<file path="src/rtl/vga_sync_gen.sv">
// rtl/vga_sync_gen.sv - 640x480@60 VGA timing generator (pixel tick, x/y counters, syncs)
// Optional: define VGA_FRAME_CNT_EN to add the 8-bit frame_count output.
module vga_sync_gen #(
   parameter int HD      = 640,
   parameter int HF      = 16,
   parameter int HR      = 96,
   parameter int HB      = 48,
   parameter int VD      = 480,
   parameter int VF      = 10,
   parameter int VR      = 2,
   parameter int VB      = 33,
   parameter int CLK_DIV = 4
) (
   input  logic       clk,
   input  logic       reset,
   output logic       p_tick,
   output logic [9:0] x,
   output logic [9:0] y,
   output logic       video_on,
   output logic       hsync,
   output logic       vsync,
   output logic       frame_start
`ifdef VGA_FRAME_CNT_EN
   ,
   output logic [7:0] frame_count
`endif
);

   localparam int TW = (CLK_DIV > 1) ? $clog2(CLK_DIV) : 1;

   localparam logic [TW-1:0] TICK_LAST = TW'(CLK_DIV - 1);
   localparam logic [9:0]    H_LAST    = 10'(HD + HF + HR + HB - 1);
   localparam logic [9:0]    V_LAST    = 10'(VD + VF + VR + VB - 1);
   localparam logic [9:0]    H_DISP    = 10'(HD);
   localparam logic [9:0]    V_DISP    = 10'(VD);
   localparam logic [9:0]    HS_FIRST  = 10'(HD + HF);
   localparam logic [9:0]    HS_LAST   = 10'(HD + HF + HR - 1);
   localparam logic [9:0]    VS_FIRST  = 10'(VD + VF);
   localparam logic [9:0]    VS_LAST   = 10'(VD + VF + VR - 1);

   logic [TW-1:0] r_tick;
   logic          r_p_tick;
   logic [9:0]    r_x;
   logic [9:0]    r_y;
   logic          r_video_on;
   logic          r_hsync;
   logic          r_vsync;
   logic          r_frame_start;

   logic          w_tick;
   logic          w_h_end;
   logic          w_v_end;
   logic [9:0]    w_x_next;
   logic [9:0]    w_y_next;

   // Next-state counter values; decodes are taken from these so all outputs move together
   always_comb begin
      w_tick   = (r_tick == TICK_LAST);
      w_h_end  = (r_x == H_LAST);
      w_v_end  = (r_y == V_LAST);
      w_x_next = r_x;
      w_y_next = r_y;
      if (w_tick) begin
         w_x_next = w_h_end ? 10'd0 : r_x + 10'd1;
         if (w_h_end) begin
            w_y_next = w_v_end ? 10'd0 : r_y + 10'd1;
         end
      end
   end

   // Pixel divider, position counters and registered sync/blank decode
   always_ff @(posedge clk or posedge reset) begin
      if (reset) begin
         r_tick        <= '0;
         r_p_tick      <= 1'b0;
         r_x           <= 10'd0;
         r_y           <= 10'd0;
         r_video_on    <= 1'b1;
         r_hsync       <= 1'b1;
         r_vsync       <= 1'b1;
         r_frame_start <= 1'b0;
      end else begin
         r_tick        <= w_tick ? '0 : r_tick + TW'(1);
         r_p_tick      <= w_tick;
         r_x           <= w_x_next;
         r_y           <= w_y_next;
         r_video_on    <= (w_x_next < H_DISP) && (w_y_next < V_DISP);
         r_hsync       <= !((w_x_next >= HS_FIRST) && (w_x_next <= HS_LAST));
         r_vsync       <= !((w_y_next >= VS_FIRST) && (w_y_next <= VS_LAST));
         r_frame_start <= w_tick && w_h_end && w_v_end;
      end
   end

`ifdef VGA_FRAME_CNT_EN
   logic [7:0] r_frame_count;

   // Frame counter for blink timing; wraps naturally at 8 bits
   always_ff @(posedge clk or posedge reset) begin
      if (reset) begin
         r_frame_count <= 8'd0;
      end else if (w_tick && w_h_end && w_v_end) begin
         r_frame_count <= r_frame_count + 8'd1;
      end
   end

   assign frame_count = r_frame_count;
`endif

   assign p_tick      = r_p_tick;
   assign x           = r_x;
   assign y           = r_y;
   assign video_on    = r_video_on;
   assign hsync       = r_hsync;
   assign vsync       = r_vsync;
   assign frame_start = r_frame_start;

endmodule

</file>
<file path="config.mk">
export PLATFORM = sky130hd
export DESIGN_NAME = vga_sync_gen
export DESIGN_NICKNAME = d
export VERILOG_FILES = /design/src/rtl/vga_sync_gen.sv
export SDC_FILE = /design/constraint.sdc
export NUM_CORES = 1
export LEC_CHECK = 0
export BUFFER_PORTS_ARGS = -buffer_cell sky130_fd_sc_hd__buf_2
export CORE_UTILIZATION = 33
export DETAILED_ROUTE_END_ITERATION = 7
export PLACE_DENSITY_LB_ADDON = 0.05
export REMOVE_ABC_BUFFERS = 1
export SYNTH_ARGS = -nofsm -noshare
export SYNTH_HDL_FRONTEND = slang
export SYNTH_SLANG_ARGS = --single-unit
</file>
<file path="constraint.sdc">
create_clock -name clk -period 4.7 [get_ports clk]
set_clock_uncertainty 0.2 [all_clocks]
set_input_delay 0.235 -clock clk [delete_from_list [all_inputs] [get_ports clk]]
set_output_delay 0.235 -clock clk [all_outputs]
set_load 0.01 [all_outputs]
</file>
==> impl_summary.md, run 1 <==
Outcome
The run finished, with violations left. The checks that failed: DRC, hold timing.

Clock network
TritonCTS built the clock tree. The number of H-tree branching levels is 1. The setup fix buffers added after clock tree synthesis is 0.

The clock input transition at the sequential cells of the worst setup and hold paths is 0.09 ns. The post-cts hold buffer count is 0. The worst-case clock buffer depth is 2. The cell at the root of the clock tree is sky130_fd_sc_hd__clkbuf_8. The number of clock sinks is 27. The count of cells resized by post-cts repair is 0. The number of buffers created by CTS is 3.

The later pin in the worst-skew pair is clocked with a latency of 0.27 ns.

STA
The part of the cycle the worst path needs is a little under three fifths. The relative slew slack is 26.1%. The number of failing setup endpoints in the final timing report is 0. The final hold slack is -0.00551 ns. After layout, the minimum clock period comes to 2.67 ns.

Setup total negative slack on the finished layout was measured at 0 ns. The hold violation count in the final report is 14. The pin slew with the least headroom to its limit is 1.09 ns. Setup repair after global routing left no endpoint under its margin. The fmax is 374 MHz. The total count of max-transition violations in the final report was 0.

Worst setup path
STA classifies the critical path startpoint as a flop. The critical path start-end classification is flop to flop. For the worst setup path, the data required time is 4.69 ns. The startpoint of the most critical register-to-register path is y[0]$_DFF_PP0_.

STA classifies the critical path endpoint as a flop. The source of the critical timing path is y[0]$_DFF_PP0_. Of all nets on the critical path, the largest fanout is 9. Data on the critical path arrives at its endpoint at 2.66 ns.

Routing
The first detailed-routing pass ran for 6 iterations. For this run, design rule violations remaining after detail routing come to 8. The detail route stage leaves a number of antenna-violating nets equal to 0. The iteration-0 DRC count of the detailed router is 88. The total vias in the final route is 1298. In the routed layout, each cell is associated on average with a via count of roughly 5.5. The average wire length per cell after detail routing is 14.7 um. The post-detailed-routing wire length is 3470 um.

Global routing
Global routing used 14.9% of the available tracks across all layers. Summed over all layers, the global routing overflow is 0. The number of antenna violations at the first check in global routing came to 0. The global-route wire length before repair is a little under 6000 um. Entering global routing, the biggest net connects 28 pins.

The via count of the first global-routing pass is between 1000 and 1500.

Job
The number of maximum-capacitance constraint violations is 0.

Placement
The HPWL after detailed placement is 2580 um. The routability congestion estimate is 0.835. The number of input and output port buffers inserted is 26. Once placement finished, the instance area stood at 1700 um2.

Synthesis
The top cell type by area accounts for between 30% and 40% of the synthesized area. Counting every instance in the synthesized netlist gives 162. The number of flops mapped to enable cells by yosys is 0. The fraction of registers with async set/reset is 100%.

After synthesis, the largest family of logic cells by area is simple AND/OR/NAND/NOR gates. Yosys printed 0 warnings. The mean post-synth cell area is 9.58 um2. The most used flip-flop cell after synthesis is sky130_fd_sc_hd__dfrtp_1. Sequential elements use 43.8% of the synthesized area. The synthesized netlist devotes 13.9% of its cell area to compound gates. The number of different library cells used by synthesis comes to between 40 and 50. The area of the mapped netlist is 1550 um2. The number of synthesized register bits is 27. The biggest area contributor in the post-synthesis netlist is sky130_fd_sc_hd__dfrtp_1. Summing the areas of all and, or, nand and nor instances in the mapped netlist gives 26.3% of the synthesized area. After Yosys synthesis, XOR and XNOR cells account for about 5.6% of the synthesized area. Of the post-synthesis cell area, the part taken by muxes is 2.01%. The synthesized netlist devotes 3.22% of its cell area to adder and majority cells.

In the post-synthesis netlist, the biggest area contributors are sky130_fd_sc_hd__dfrtp_1, sky130_fd_sc_hd__dfstp_2, sky130_fd_sc_hd__xor2_1.

Pwr
Total power for the finished layout comes to 0.370 mW. Summed over all cells, the static leakage comes to 0.791 nW. In this run the power density over the cells is 212 nW/um2. The maximum vdd ir drop is 0.0901 mV.

Layout
The layout overhead on the synthesized area is 12.3%. The most frequent standard cell in the layout excluding fill and tap cells is sky130_fd_sc_hd__buf_2. The layout filler cell count is between 400 and 500.

In the layout the commonest cells are sky130_fd_sc_hd__buf_2, sky130_fd_sc_hd__dfrtp_1, sky130_fd_sc_hd__nand2_1, sky130_fd_sc_hd__nor2_1, sky130_fd_sc_hd__o21ai_0. After routing the design area is 1740 um2. After the last flow step, the layout net total stands at 192. The ratio of cells with drive above 1 in the final layout is 22.7%. The number of antenna diodes in the final layout is 0.

Floorplan
The number of ports placed on the die boundary is 27. Row generation in the floorplan step produced 24 rows. After floorplanning, the core was sized to cover 4440 um2. The die covers 4980 um2. The chip width is 70.6 um.

The height of the die is 70.6 um. The initial core utilization is 34.9%.

Min path
The kind of path behind the tightest hold check is primary input to asynchronous set/reset pin.
[final timing paths]
| kind | to | slack [ns] | cells after the start |
|---|---|---|---|
| setup / recovery | video_on$_DFF_PP1_ | 2.03 | 7 |
| hold / removal | p_tick$_DFF_PP0_ | -0.006 | 2 |
| setup reg to reg | video_on$_DFF_PP1_ | 2.03 | 7 |
| hold reg to reg | r_tick[0]$_DFF_PP0_ | 0.24 | 1 |
| max in group asynchronous | x[7]$_DFF_PP0_ | 3.68 | 2 |
| min in group clk | r_tick[0]$_DFF_PP0_ | 0.24 | 1 |
[cells in the mapped netlist, drive strengths merged (2+ instances only)]
master	instances
a211oi	3
a21oi	6
a31oi	2
and2	5
and3	4
buf	4
clkbuf	3
dfrtp	24
dfstp	3
ha	4
inv	8
mux2i	2
nand2	13
nand3	10
nand4	6
nor2	13
nor3	5
o21ai	12
or3b	2
xnor2	3
xor2	7
[cells by family after synthesis]
| family | count (synthesis) |
|---|---|
| adder cells (fa/ha/maj) | 4 |
| multiplexers | 3 |
| AO/OA/AOI/OAI | 33 |
| AND/OR/NAND/NOR | 70 |
| flip-flops | 27 |
| buffers and inverters | 15 |
| XOR/XNOR | 10 |
[area by class of cell]
class                           instances  area (um2)  area share [%]
Clock buffer                            4        45.0            2.58
Timing Repair Buffer                   26         130            7.46
Tap cell                               52        65.1            3.73
Inverter                                8        30.0            1.72
Sequential cell                        27         679            39.0
Multi-Input combinational cell        120         795            45.6
[routing by layer]
metal  GRT usage (%)  vias to the layer above  wire length [um]
met1            20.4                      625              1660
li1                -                      635                 -
met4            4.89                        0                62
met3            1.99                        7               148
met2            24.6                       31              1610
met5               0                        -                 0
[critical path, cell delays in order (launching register included)]
cell                       delay, ns
sky130_fd_sc_hd__dfrtp_1        0.47
sky130_fd_sc_hd__inv_1          0.11
sky130_fd_sc_hd__ha_1           0.15
sky130_fd_sc_hd__nand2_1        0.04
sky130_fd_sc_hd__nor4bb_1       0.92
sky130_fd_sc_hd__o21ai_0        0.22
sky130_fd_sc_hd__a22o_1         0.29
sky130_fd_sc_hd__a211oi_1       0.18
[state kept, by name (all words and copies together) (netlist names)]
register and count:
frame_start 1, hsync 1, p_tick 1, r_tick 2, video_on 1, vsync 1, x 10, y 10
[where the power goes]
group	switching, mW	total [mW]	internal (mW)
combinational	0.00446	0.00479	0.000330
clock	0.0725	0.133	0.0608
sequential	0	0.232	0.232
total	0.0769	0.370	0.293
[stage by stage]
stage	hold slack, ns	setup slack (ns)	utilization [%]	cells
6_report	-0.00551	2.03	39.2	237
3_5_place_dp	0.225	2.10	38.2	233
3_3_place_gp	0.213	2.14	38.2	233
2_1_floorplan	0.0855	2.37	-	155
4_1_cts	0.0505	2.07	39.2	237
5_1_grt	0.0872	1.79	39.2	237
No activity file was read; power rests on OpenSTA's default activity.
==> run 2: changes to the inputs <==
- clock period: 4.7 -> 2.6 ns (I/O delays scaled with it)
==> run 2 against run 1 <==
The run ends with DRC left; core utilization increased by 1.7 points; global-route usage decreased by 0.24 points; clock-buffer cell count unchanged; first-iteration DRC count increased by 6.8%; fmax increased by 12%; flip-flop and latch count unchanged; sequential power increased by 81%; combinational power increased by 130%; worst setup slack got worse by 1.8 ns; design area increased by 4.4%; non-clock buffer count increased by 10; critical path type unchanged.
==> impl_summary.md, run 2 (synthesized netlist as in run 1, its figures left out) <==
Outcome
The run finished, with violations left. The final reports fail on DRC.

Routing
Dividing the detail-routed via count by the number of cells gives 5.31. The total vias in the final route is 1312. Summed over all layers, the routed wires come to 3570 um. For this run, the detailed router's first-pass iteration total came to 6. For this run, design rule violations remaining after detail routing come to 8. In the final routed layout, each cell accounts on average for 14.5 um. The iteration-0 DRC count of the detailed router is 94. The count of nets left with antenna violations once routing finished came out at 0.

Clock network
Gates resized during post-CTS repair numbered 0. TritonCTS created 3 clock buffers. Clock-pin slew was measured on the worst setup and hold paths at 0.09 ns. The clock passes through at most 2 buffers.

The setup fix buffers added after clock tree synthesis is 0. TritonCTS built the clock tree. The number of clock sinks is 27.

The number of H-tree branching levels is 1. Clock latency on the worst-skew pair, taken at its later pin, is 0.27 ns. After clock tree synthesis, the flow added hold-fix buffers numbering 1. The cell sitting at the root of the clock tree is a sky130_fd_sc_hd__clkbuf_8.

Layout
The ratio of cells with drive above 1 in the final layout is about a quarter. 0 antenna diodes ended up in the layout. Leaving out fill and tap cells, the most frequent cells in the layout are sky130_fd_sc_hd__buf_2, sky130_fd_sc_hd__dfrtp_1, sky130_fd_sc_hd__nand2_1, sky130_fd_sc_hd__nor2_1, sky130_fd_sc_hd__o21ai_0. At the end of the flow, the number of nets in the layout was 202. With fillers left out, the area of the finished cells amounts to 1820 um2.

The most frequent standard cell in the layout excluding fill and tap cells is sky130_fd_sc_hd__buf_2. The layout overhead on the synthesized area is 17.3%.

Placement
The worst setup slack before clock tree synthesis is 0.242 ns. During placement, the flow inserted port buffers numbering 26. The standard cell area after detailed placement is roughly 1800 um2.

Routability-driven placement finished with a final weighted congestion of roughly 0.86. The HPWL after detailed placement is roughly 2700 um.

STA
The hold violation count in the final report was 0. Derived from the worst setup path, the maximum achievable clock frequency is 419 MHz. The final critical delay including setup and external delays is 2.39 ns. The relative slew slack is 72.5%.

At the pin with the least slew margin, the transition time is between 0.4 and 0.5 ns. Setup repair after global routing left no endpoint under its margin. The summed negative setup slack over all endpoints is 0 ns. The part of the cycle the worst path needs is 91.8%. Setup violations remaining at the end of the flow were counted as 0. The final hold slack is 0.229 ns. The total count of max-transition violations in the final report is 0. The minimum setup slack in the final design is 0.214 ns.

Pwr
VDD sags by at most 0.150 mV. Dividing total power by cell area gives a power density of 365 nW/um2. The analysis attributes to cell leakage a power of roughly 0.84 nW. The design draws 0.665 mW.

Global routing
The via count of the first global-routing pass was 1224. In the global route stage, overall resource usage came out at 14.7%. The number of antenna violations at the first check in global routing came to 0.

Global routing finished with a remaining overflow of 0. The global-route wire length before repair is 5840 um. The largest net degree at the start of global routing is 28.

Floorplan
The die covers 4980 um2. The area of the core region is 4440 um2. The initial core utilization is 34.9%.

The height of the die is 70.6 um. The chip width is 70.6 um. The floorplan has 24 rows. In this run the count of I/O pins placed on the die edge is 27.

Worst setup path
The critical path start-end classification is flop to flop. The startpoint of the most critical register-to-register path is x[0]$_DFF_PP0_. The endpoint of the lowest-slack register-to-register path is hsync$_DFF_PP1_.

STA classifies the critical path endpoint as a flop. The slack of the worst reg-to-reg path is 0.21 ns. The category of the worst setup path launch point is a flop. At the worst endpoint, the arrival time is between 2 and 2.5 ns. The largest fanout on the critical path is 8. The data required time of the worst path is about 2.6 ns. The number of cell instances on the worst register-to-register path is 7.

Min path
The kind of path behind the tightest hold check is flop to flop. In this run the most critical hold path is launched from r_tick[0]$_DFF_PP0_. Along the worst hold path, the cell count comes to 1. The worst hold path terminates at r_tick[0]$_DFF_PP0_.

Job
Across the run, the number of max-cap violations was 0.
run 2: cell count changes in the layout (fill, tap and decap cells not counted), sizes merged:
cell / change
dlygate4sd3: +1
buf: +9
run 2: metrics by stage:
| step | std cells | utilization (%) |
|---|---|---|
| 6_report | 247 | 41.0 |
| 5_1_grt | 247 | 41.0 |
| 4_1_cts | 247 | 41.0 |
| 3_5_place_dp | 242 | 39.8 |
| 3_3_place_gp | 242 | 39.8 |
| 2_1_floorplan | 155 | - |
run 2: metal layers:
layer | track usage (%) | vias to the layer above | part of all wire [%]
met5 | 0 | - | 0
met2 | 24.5 | 37 | 48
met1 | 19.2 | 616 | 46
li1 | - | 655 | -
met3 | 2.99 | 4 | 5.3
met4 | 4.67 | 0 | 0.73
run 2: critical path: stages, from the launching register on:
cell	delay [ns]
sky130_fd_sc_hd__dfrtp_1	0.43
sky130_fd_sc_hd__ha_1	0.26
sky130_fd_sc_hd__and4b_1	0.26
sky130_fd_sc_hd__buf_4	0.17
sky130_fd_sc_hd__nor4b_2	0.17
sky130_fd_sc_hd__o31ai_1	0.25
sky130_fd_sc_hd__a31oi_1	0.10
sky130_fd_sc_hd__or4b_1	0.47
run 2: how the worst max path moves through the flow:
| stage | slack [ns] | from | endpoint | cells after the start |
|---|---|---|---|---|
| 6_report | 0.21 | x[0]$_DFF_PP0_ | hsync$_DFF_PP1_ | 7 |
| 5_1_grt | 0.06 | r_tick[0]$_DFF_PP0_ | video_on$_DFF_PP1_ | 7 |
| 4_1_cts | 0.23 | x[0]$_DFF_PP0_ | hsync$_DFF_PP1_ | 7 |
| 3_5_place_dp | 0.24 | x[0]$_DFF_PP0_ | hsync$_DFF_PP1_ | 7 |
| 3_3_place_gp | 0.26 | x[0]$_DFF_PP0_ | hsync$_DFF_PP1_ | 7 |
| 2_1_floorplan | 0.27 | r_tick[0]$_DFF_PP0_ | vsync$_DFF_PP1_ | 6 |
run 2: area by class of cell:
cell class / count / area, um2
inverter: 8 / 30.0
fill: 447 / 2620
tap: 52 / 65.1
sequential: 27 / 679
multi-input combinational: 120 / 795
clock buffer: 4 / 45.0
timing repair buffer: 36 / 208
run 2: power breakdown:
part / leakage, nW / internal (mW) / switching, mW
combinational: 0.468 / 0.00261 / 0.00864
sequential: 0.353 / 0.420 / 0
clock: 0.0228 / 0.110 / 0.124
